**config.mk**
```make
export PLATFORM = sky130hd
export DESIGN_NAME = regfile_writer
export DESIGN_NICKNAME = d
export VERILOG_FILES = /design/src/rtl/regfile_writer.sv
export SDC_FILE = /design/constraint.sdc
export NUM_CORES = 1
export LEC_CHECK = 0
export ABC_AREA = 1
export CORE_MARGIN = 8
export CORE_UTILIZATION = 40
export DETAILED_ROUTE_END_ITERATION = 8
export PLACE_DENSITY = 0.73
export RECOVER_POWER = 50
export SLEW_MARGIN = 40
export SYNTH_ARGS = -nofsm -noshare
export SYNTH_HDL_FRONTEND = slang
export SYNTH_SLANG_ARGS = --single-unit
```
**constraint.sdc**
```tcl
create_clock -name clock -period 4.2 [get_ports clock]
set_clock_uncertainty 0.1 [all_clocks]
set_input_delay 1.26 -clock clock [delete_from_list [all_inputs] [get_ports clock]]
set_output_delay 1.26 -clock clock [all_outputs]
set_load 0.02 [all_outputs]
```
**src/rtl/regfile_writer.sv**
```systemverilog
// Register file of 16 WIDTH-bit registers written through a 2-entry in-order write buffer.
// reg0 is hardwired to zero; writes to it are drained normally and discarded.
module regfile_writer #(
    parameter int unsigned WIDTH = 32,
    parameter int unsigned DEPTH = 2
) (
    input  logic             clock,
    input  logic             reset,
    input  logic             wr_valid,
    output logic             wr_ready,
    input  logic [3:0]       wr_addr,
    input  logic [WIDTH-1:0] wr_data,
    input  logic             freeze,
    input  logic             clr,
    output logic             pending,
    output logic [WIDTH-1:0] reg0,
    output logic [WIDTH-1:0] reg1,
    output logic [WIDTH-1:0] reg2,
    output logic [WIDTH-1:0] reg3,
    output logic [WIDTH-1:0] reg4,
    output logic [WIDTH-1:0] reg5,
    output logic [WIDTH-1:0] reg6,
    output logic [WIDTH-1:0] reg7,
    output logic [WIDTH-1:0] reg8,
    output logic [WIDTH-1:0] reg9,
    output logic [WIDTH-1:0] reg10,
    output logic [WIDTH-1:0] reg11,
    output logic [WIDTH-1:0] reg12,
    output logic [WIDTH-1:0] reg13,
    output logic [WIDTH-1:0] reg14,
    output logic [WIDTH-1:0] reg15
);

    // Buffer state; pointers are one bit wide since only a depth of two is supported.
    logic [3:0]       buf_addr_q [2];
    logic [WIDTH-1:0] buf_data_q [2];
    logic             rd_ptr_q, rd_ptr_d;
    logic             wr_ptr_q, wr_ptr_d;
    logic [1:0]       count_q, count_d;

    logic [WIDTH-1:0] regs_q [1:15];

    logic             accept;
    logic             drain;
    logic [3:0]       head_addr;
    logic [WIDTH-1:0] head_data;
    logic [15:1]      wr_en;

    assign wr_ready = ({30'd0, count_q} < DEPTH);
    assign pending  = (count_q != 2'd0);

    assign head_addr = buf_addr_q[rd_ptr_q];
    assign head_data = buf_data_q[rd_ptr_q];

    always_comb begin
        accept = wr_valid && wr_ready && !clr;
        drain  = (count_q != 2'd0) && !freeze && !clr;
    end

    // Head decode: at most one register enabled; address 0 enables nothing.
    always_comb begin
        wr_en = '0;
        for (int i = 1; i < 16; i++) begin
            wr_en[i] = drain && (head_addr == 4'(i));
        end
    end

    always_comb begin
        rd_ptr_d = rd_ptr_q;
        wr_ptr_d = wr_ptr_q;
        count_d  = count_q;
        if (clr) begin
            rd_ptr_d = 1'b0;
            wr_ptr_d = 1'b0;
            count_d  = 2'd0;
        end else begin
            rd_ptr_d = rd_ptr_q ^ drain;
            wr_ptr_d = wr_ptr_q ^ accept;
            count_d  = count_q + {1'b0, accept} - {1'b0, drain};
        end
    end

    always_ff @(posedge clock or negedge reset) begin
        if (!reset) begin
            rd_ptr_q <= 1'b0;
            wr_ptr_q <= 1'b0;
            count_q  <= 2'd0;
        end else begin
            rd_ptr_q <= rd_ptr_d;
            wr_ptr_q <= wr_ptr_d;
            count_q  <= count_d;
        end
    end

    // Entry storage needs no reset: it is only read while count marks it valid.
    always_ff @(posedge clock) begin
        if (accept) begin
            buf_addr_q[wr_ptr_q] <= wr_addr;
            buf_data_q[wr_ptr_q] <= wr_data;
        end
    end

    always_ff @(posedge clock or negedge reset) begin
        if (!reset) begin
            for (int i = 1; i < 16; i++) begin
                regs_q[i] <= '0;
            end
        end else if (clr) begin
            for (int i = 1; i < 16; i++) begin
                regs_q[i] <= '0;
            end
        end else begin
            for (int i = 1; i < 16; i++) begin
                if (wr_en[i]) begin
                    regs_q[i] <= head_data;
                end
            end
        end
    end

    assign reg0  = '0;
    assign reg1  = regs_q[1];
    assign reg2  = regs_q[2];
    assign reg3  = regs_q[3];
    assign reg4  = regs_q[4];
    assign reg5  = regs_q[5];
    assign reg6  = regs_q[6];
    assign reg7  = regs_q[7];
    assign reg8  = regs_q[8];
    assign reg9  = regs_q[9];
    assign reg10 = regs_q[10];
    assign reg11 = regs_q[11];
    assign reg12 = regs_q[12];
    assign reg13 = regs_q[13];
    assign reg14 = regs_q[14];
    assign reg15 = regs_q[15];

endmodule

```
After elaboration in Yosys (flattened, before gate mapping) --
Memories as Yosys holds them, arrays and structs flattened. Index checks and enable logic that the tools add are counted. Widths: inputs -> output; s select.
Cells by class: $add $sub $neg 2, bitwise operators 2, reduce and logical (&&, ||, !) cells 37, magnitude comparators 1, mux-type cells 21, equality and inequality tests 15
Operators by type and width (count):
- $mux 32 | 15
- $mux 480 | 1
- $eq 4x4->1 const B | 8
- $reduce_bool 2->1 | 16
- $logic_and 1x1->1 | 19
- $eq 4x3->1 const B | 4
- $eq 4x2->1 const B | 2
- $eq 4x1->1 const B | 1
- $mux 1 | 4
- $add 2x1->2 | 1
- $logic_not 1->1 | 2
- $lt 2x2->1 const B | 1
- $mux 2 | 1
- $sub 2x1->2 | 1
- $xor 1x1->1 | 2
Storage, ports and cells: register bits 484, memories kept 2, logic and storage cells 98, input port bits 41, memory bits (writable) 72, output and inout bits 514
Memories:
- buf_data_q | depth 2, width 32, rd ports 1, clocked after Yosys merged registers in 0, wr ports 1, RTL line 36 | logic [WIDTH-1:0] buf_data_q [2];
- buf_addr_q | depth 2, width 4, rd ports 1, clocked after Yosys merged registers in 0, wr ports 1, RTL line 35 | logic [3:0] buf_addr_q [2];

Logic depth before layout (Yosys ltp) --
Gate-level depths: netlist (run 1).
word-level depth 6, depth in mapped cells 11, gate-level depth less buffers 9

Worst setup path after synthesis (run 1) --
Ideal clock, no wire load.
path kind input to register, from input port clr, to memory buf_addr_q[1][0] (enable), data required time 3.703 ns, cell stages on the path 6, buffers on the path 2, data arrival time 2.909 ns, library setup time 0.397 ns, path slack 0.794 ns, path through buf_2 clkinv_1 clkbuf_1 nand3_1 inv_1 ha_1
On the way: cells in the longest elaborated chain, start to end 4
Ends and longest elaborated chain:
- start: declaration | RTL line 14 | input logic clr,
- $logic_not 1->1 | RTL line 56 | accept = wr_valid && wr_ready && !clr;
- $logic_and 1x1->1 | RTL line 56
- $mux 1 | RTL line 97 | if (accept) begin
- $mux 1 (not written as such) | RTL line 98 | buf_addr_q[wr_ptr_q] <= wr_addr;
- end: declaration | RTL line 35
Every way passes these cells.

Worst setup path after layout (run 1) --
from input port freeze, to register regs_q, in the netlist reg2[17]
On the way: cells in the longest elaborated chain, start to end 5
Ends and longest elaborated chain:
- start: declaration | RTL line 13 | input logic freeze,
- $logic_not 1->1 | RTL line 57 | drain = (count_q != 2'd0) && !freeze && !clr;
- $logic_and 1x1->1 (2 in a row) | RTL line 57
- $logic_and 1x1->1 | RTL line 64 | wr_en[i] = drain && (head_addr == 4'(i));
- $reduce_bool 2->1 (no source line)
- end signal: indexed assignment | RTL line 115 | regs_q[i] <= head_data;
- end: declaration | RTL line 41 | logic [WIDTH-1:0] regs_q [1:15];
Every way passes these cells. A chain may end at the register's enable or synchronous reset.

==> results of run 1 <==
-- worst paths after layout --
| kind | slack [ps] | cells past startpoint | start | endpoint |
|---|---|---|---|---|
| max | 650 | 9 | freeze | reg2[17] |
| min | 400 | 2 | reg6[26] | reg6[26] |
| max reg2reg | 1170 | 9 | rd_ptr_q | reg14[29] |
| min reg2reg | 400 | 2 | reg6[26] | reg6[26] |
| max in group asynchronous | 900 | 2 | reset | rd_ptr_q |
| min in group asynchronous | 1260 | 1 | reset | reg15[1] |
-- critical path: cells and delay by family --
kind / cells / cell delay (ps)
buf+inv: 3 / 1520
simple gates: 6 / 1180
-- where the power goes --
group,switching [uW],internal (uW)
combinational,1200,322
clock,2190,3170
sequential,37.1,5540
-- cell type report --
cell class | instances | area [um2] | share of cell area, %
Sequential cell | 556 | 14300 | 45.9
Clock buffer | 85 | 1690 | 5.45
Tap cell | 756 | 946 | 3.04
Multi-Input combinational cell | 1684 | 7720 | 24.9
Timing Repair Buffer | 591 | 6030 | 19.4
Antenna cell | 4 | 10.0 | 0.0322
Inverter | 21 | 92.6 | 0.298
Clock inverter | 23 | 300 | 0.967
-- cells in the final DEF (no fill, tap or decap), types with 13 or more instances in the layout --
| cell type | count |
|---|---|
| a21oi_4 | 27 |
| buf_4 | 34 |
| clkbuf_1 | 17 |
| clkbuf_16 | 60 |
| clkdlybuf4s50_1 | 482 |
| conb_1 | 32 |
| dfrtp_1 | 484 |
| dlygate4sd3_1 | 38 |
| edfxtp_1 | 72 |
| inv_1 | 13 |
| nand2_1 | 1015 |
| nand3_1 | 488 |
| nand4_1 | 72 |
-- sequential cells by signal, indices dropped and copies added, names as in the netlist --
register	flops
reg11	32
reg15	32
reg7	32
reg10	32
wr_ptr_q	1
rd_ptr_q	1
reg13	32
reg5	32
reg12	32
buf_data_q	64
reg6	32
reg9	32
reg8	32
reg1	32
count_q	2
reg4	32
reg14	32
reg3	32
reg2	32
buf_addr_q	8
-- through the flow --
stage / total power, uW / setup slack, ps / instances / util [%]
final: 12400 / 652 / 3720 / 55.1
after global routing: 12800 / 460 / 3716 / 55.1
after CTS: 12500 / 856 / 3715 / 55.2
after detailed placement: 7190 / 702 / 3607 / 51.7
after global placement: 7100 / 792 / 3593 / 51.1
after floorplan: 6350 / 794 / 2489 / -
-- cell families after synthesis --
| kind of cell | share of synthesized area, % |
|---|---|
| and+or+nand+nor | 30.9 |
| DFF | 62.5 |
| buffers and inverters | 5.60 |
| AOI/OAI and AO/OA | 0.723 |
| adders and majority gates | 0.219 |
| xor gates and xnor gates | 0.0767 |
| other | 0.0164 |
-- per-layer routing --
metal	GRT usage (%)	part of all wire, %	vias to the layer above
met1	36.5	39	10100
met2	41.9	45	1244
li1	-	-	8878
met3	6.93	11	209
met4	12.3	4.8	8
met5	0	0.049	-
==> run metrics, run 1 <==
status=finished with violations; violated checks=capacitance limit, slew limit; fin nets=2956; Slowest cell on crit path=clkbuf_2; arrival time at the worst endpoint=3990 ps; critical path class=input pin to register; half-perimeter wire length after detailed placement=62.9 mm; Post-Synthesis Cells=2458; area leader, netlist=dfrtp_1; die area=65000 um2; count of antenna-violating nets left after detailed routing=0; Worst VDD drop=283 uV; layout overhead on the synthesized area=36.0%; vias per std cell=between 5 and 6; critical path cell sequence=dlygate4sd3_1 -> nor2_4 -> nand2_1 -> clkinvlp_2 -> nand3_1 -> nor2_4 -> clkbuf_2 -> nand2_1 -> nand2_1; clock transition at the registers of the reported paths=60 ps; IO buf count=522; Final Hold Fails=0; count of different cell masters after synthesis=28; last weighted congestion value of the routability-driven placer=0.829; number of detailed-route iterations in the first pass=5; largest driver fanout on the critical path=32; most repeated cell in the gate-level netlist after synthesis=nand2_1; maximum number of pins on one net before global-route repair=153; ranking of synthesized cells by instance count=1014 x nand2_1, 486 x nand3_1, 484 x dfrtp_1; shortest period the worst path allows=3550 ps; portion of the post-synthesis area used by sequential elements=62.5%; Worst setup EP type=register; share of post-route cells with drive strength above 1=7.87%; crit start category=input pin; antenna violations before repair=10; fmax=~0.28 GHz; number of max-cap violations=1; number of buffers inserted during clock tree synthesis=57; period utilization=84.5%; class of the worst hold path=register to register; unrepaired setup endpoints after global routing=no; share of synthesized registers carrying an async set or reset=87.1%; clock tree from TritonCTS=yes; synthesis-stage register bit count=556; pwr dens=401 nW/um2; final count of negative-setup-slack endpoints=0; horizontal die dimension=255 um; Slew headroom=-56.2%; setup TNS after final layout=0 ps; post-synthesis cell area=22800 um2; vertical die dimension=255 um; Hold-fix buffers, CTS=0; Bufs on Longest Clock Path=3; cell occurring most often along the worst timing path=nand2_1; number of slew-limit violations in the final report=68; stage delay of the slowest cell on the critical path=roughly 630 ps; leading cell types by total area after synthesis=dfrtp_1 53%, nand2_1 17%, nand3_1 11%; drt first-iter violations=2067; placed inst area=29100 um2; final-layout fill cell count=4837; combined global-route utilization of all metal layers=a little over a quarter; # Post-CTS Setup Buffers=0; warning count from the yosys run=0; final wirelength=92.2 mm; PostCTS Resize Cnt=0; Required @ worst endpoint=4640 ps; reported leakage power=0.0153 uW; Avg Cell Area, Syn=9.30 um2; remaining routing DRC violations=0; initial standard-cell utilization of the core=between 40% and 50%; final design instance area without fill=around 31000 um2; top_reg_cell synth=dfrtp_1; core area=56400 um2; standard-cell rows=87; number of clock sinks=556; global route total overflow=0; number of I/O pins=555; fraction of synthesized cell area taken by the top area cell type=53.0%; Vias=roughly 20000; H-tree lvl count=2; Worst-Margin Slew=2340 ps; EDFF count, synth=72; Worst Hold Slack=between 300 and 400 ps; Worst-Skew Late Latency=a little over 600 ps; CTS Root Cell=clkbuf_16; via count of the first global-routing pass=19500; global-route wire length before repair=between 100 and 150 mm; wire per inst=24.8 um
Note: power is estimated with default switching activity, not from simulation.
==> run 2: changes to the inputs <==
PLACE_DENSITY = 0.75   (was 0.73)
clock period = 3.1 ns   (was 4.2 ns; I/O delays follow)
==> run 2 against run 1 <==
Effect of this change: the flow still finishes with violations (capacitance limit, slew limit); design area is 1.7% higher; sequential share of layout area shrank 0.78 points; cell count is 0.89% higher; largest power group is now clock; worst setup slack got worse by 460 ps; combinational power up 41%; non-clock buffer count is 27 higher; sequential power increased by 36%; highest routed layer unchanged; first-iteration DRC count is 4.6% lower; clock-buffer cell count shrank 6; global-route usage rose by 0.075 points; utilization up 0.95 points; total power rose by 41%.
==> run metrics, run 2 (same netlist as run 1, synthesis figures left out) <==
Slowest cell on crit path=clkdlybuf4s50_1; Slew headroom=-33.6%; fin util=56.0%; Bufs on Longest Clock Path=3; class of the worst hold path=input pin to async pin; half-perimeter wire length after detailed placement=62.8 mm; antenna violations before repair=21; clock transition at the registers of the reported paths=60 ps; pwr dens=556 nW/um2; number of flip-flops in the largest register=64; most frequent cells in the layout=1015 x nand2_1, 487 x nand3_1, 484 x dfrtp_1, 483 x clkdlybuf4s50_1; violated checks=capacitance limit, slew limit; number of clock sinks=556; PostCTS Resize Cnt=0; leading cell type in the layout, fill and taps excluded=nand2_1; register with the most flip-flops=buf_data_q; Hold-fix buffers, CTS=0; standard-cell rows=87; Worst-Margin Slew=2000 ps; largest driver fanout on the critical path=3; status=finished with violations; count of antenna-violating nets left after detailed routing=0; clock tree from TritonCTS=yes; initial standard-cell utilization of the core=40.5%; H-tree lvl count=2; final wirelength=92.4 mm; horizontal die dimension=255 um; post-route worst setup slack=194 ps; Vias=20400; die area=65000 um2; IO buf count=522; vertical die dimension=255 um; CTS Root Cell=clkbuf_16; fin nets=2985; arrival time at the worst endpoint=between 1500 and 2000 ps; # Post-CTS Setup Buffers=0; number of buffers inserted during clock tree synthesis=59; global route total overflow=0; via count of the first global-routing pass=19600; number of I/O pins=555; number of slew-limit violations in the final report=198; remaining routing DRC violations=0; number of detailed-route iterations in the first pass=5; core area=approximately 56000 um2; combined global-route utilization of all metal layers=27.4%; unrepaired setup endpoints after global routing=no; period utilization=between 90% and 100%; share of post-route cells with drive strength above 1=8.96%; vias per std cell=5.43; global-route wire length before repair=133 mm; Worst VDD drop=~420 uV; Required @ worst endpoint=2070 ps; minimum setup slack after placement=284 ps; layout overhead on the synthesized area=38.3%; shortest period the worst path allows=2910 ps; wire per inst=24.6 um; maximum number of pins on one net before global-route repair=about 200; stage delay of the slowest cell on the critical path=660 ps; setup TNS after final layout=0 ps; Final Hold Fails=0; critical path class=register to output pin; critical path cell sequence=inv_2 -> nand2_1 -> clkdlybuf4s50_1; crit start category=register; number of max-cap violations=4; Worst setup EP type=output pin; last weighted congestion value of the routability-driven placer=0.813; reported leakage power=roughly 0.016 uW; Worst Hold Slack=92.1 ps; worst path bufs/invs=2; drt first-iter violations=1972; fmax=0.344 GHz; Worst-Skew Late Latency=620 ps; final count of negative-setup-slack endpoints=0; Worst path top cell family by delay=buffers and inverters
[run 2: metal layers]
layer | wire (um) | GRT usage, %
met5 | 163 | 0
met4 | 3460 | 9.34
met3 | 10800 | 8.75
met1 | 36100 | 36.4
met2 | 41900 | 42.3
[run 2: power by group]
group	switching, uW	internal (uW)
Clock	3080	4800
Sequential	47.5	7500
Combinational	1650	496
[run 2: layout make-up]
cell class | instances | area, um2
fillers | 4917 | 24800
well taps | 756 | 946
clock buffers | 79 | 1700
diodes | 6 | 15.0
repair buffers | 618 | 6360
clock inverters | 33 | 499
flip-flops and latches | 556 | 14300
multi-input cells | 1684 | 7710
inverters | 21 | 92.6
[run 2: final timing paths]
kind | from | to | slack (ps) | cells past startpoint
worst max-delay path | count_q[1] | pending | 190 | 3
worst min-delay path | reset | reg6[4] | 90 | 1
worst max register to register | rd_ptr_q | reg15[20] | 320 | 8
worst min register to register | reg12[31] | reg12[31] | 400 | 2
max in group asynchronous | reset | reg14[13] | 370 | 3
min in group clock | reg12[31] | reg12[31] | 400 | 2
[run 2: worst reg2reg max path, cell delays in order (launching register included)]
cell	delay, ps
dfrtp_1	360
buf_4	450
nand2_1	140
nand2_2	160
nand2_1	70
nor2_1	540
clkbuf_2	530
nand4_1	250
nand2_1	130
[run 2: through the flow]
| step | power (uW) | std cells | area [um2] |
|---|---|---|---|
| 6_report | 17600 | 3753 | 31600 |
| 5_1_grt | 18000 | 3751 | 31600 |
| 4_1_cts | 17700 | 3746 | 31800 |
| 3_5_place_dp | 9860 | 3634 | 29600 |
| 3_3_place_gp | 9740 | 3619 | 29300 |
| 2_1_floorplan | 8600 | 2489 | 23000 |
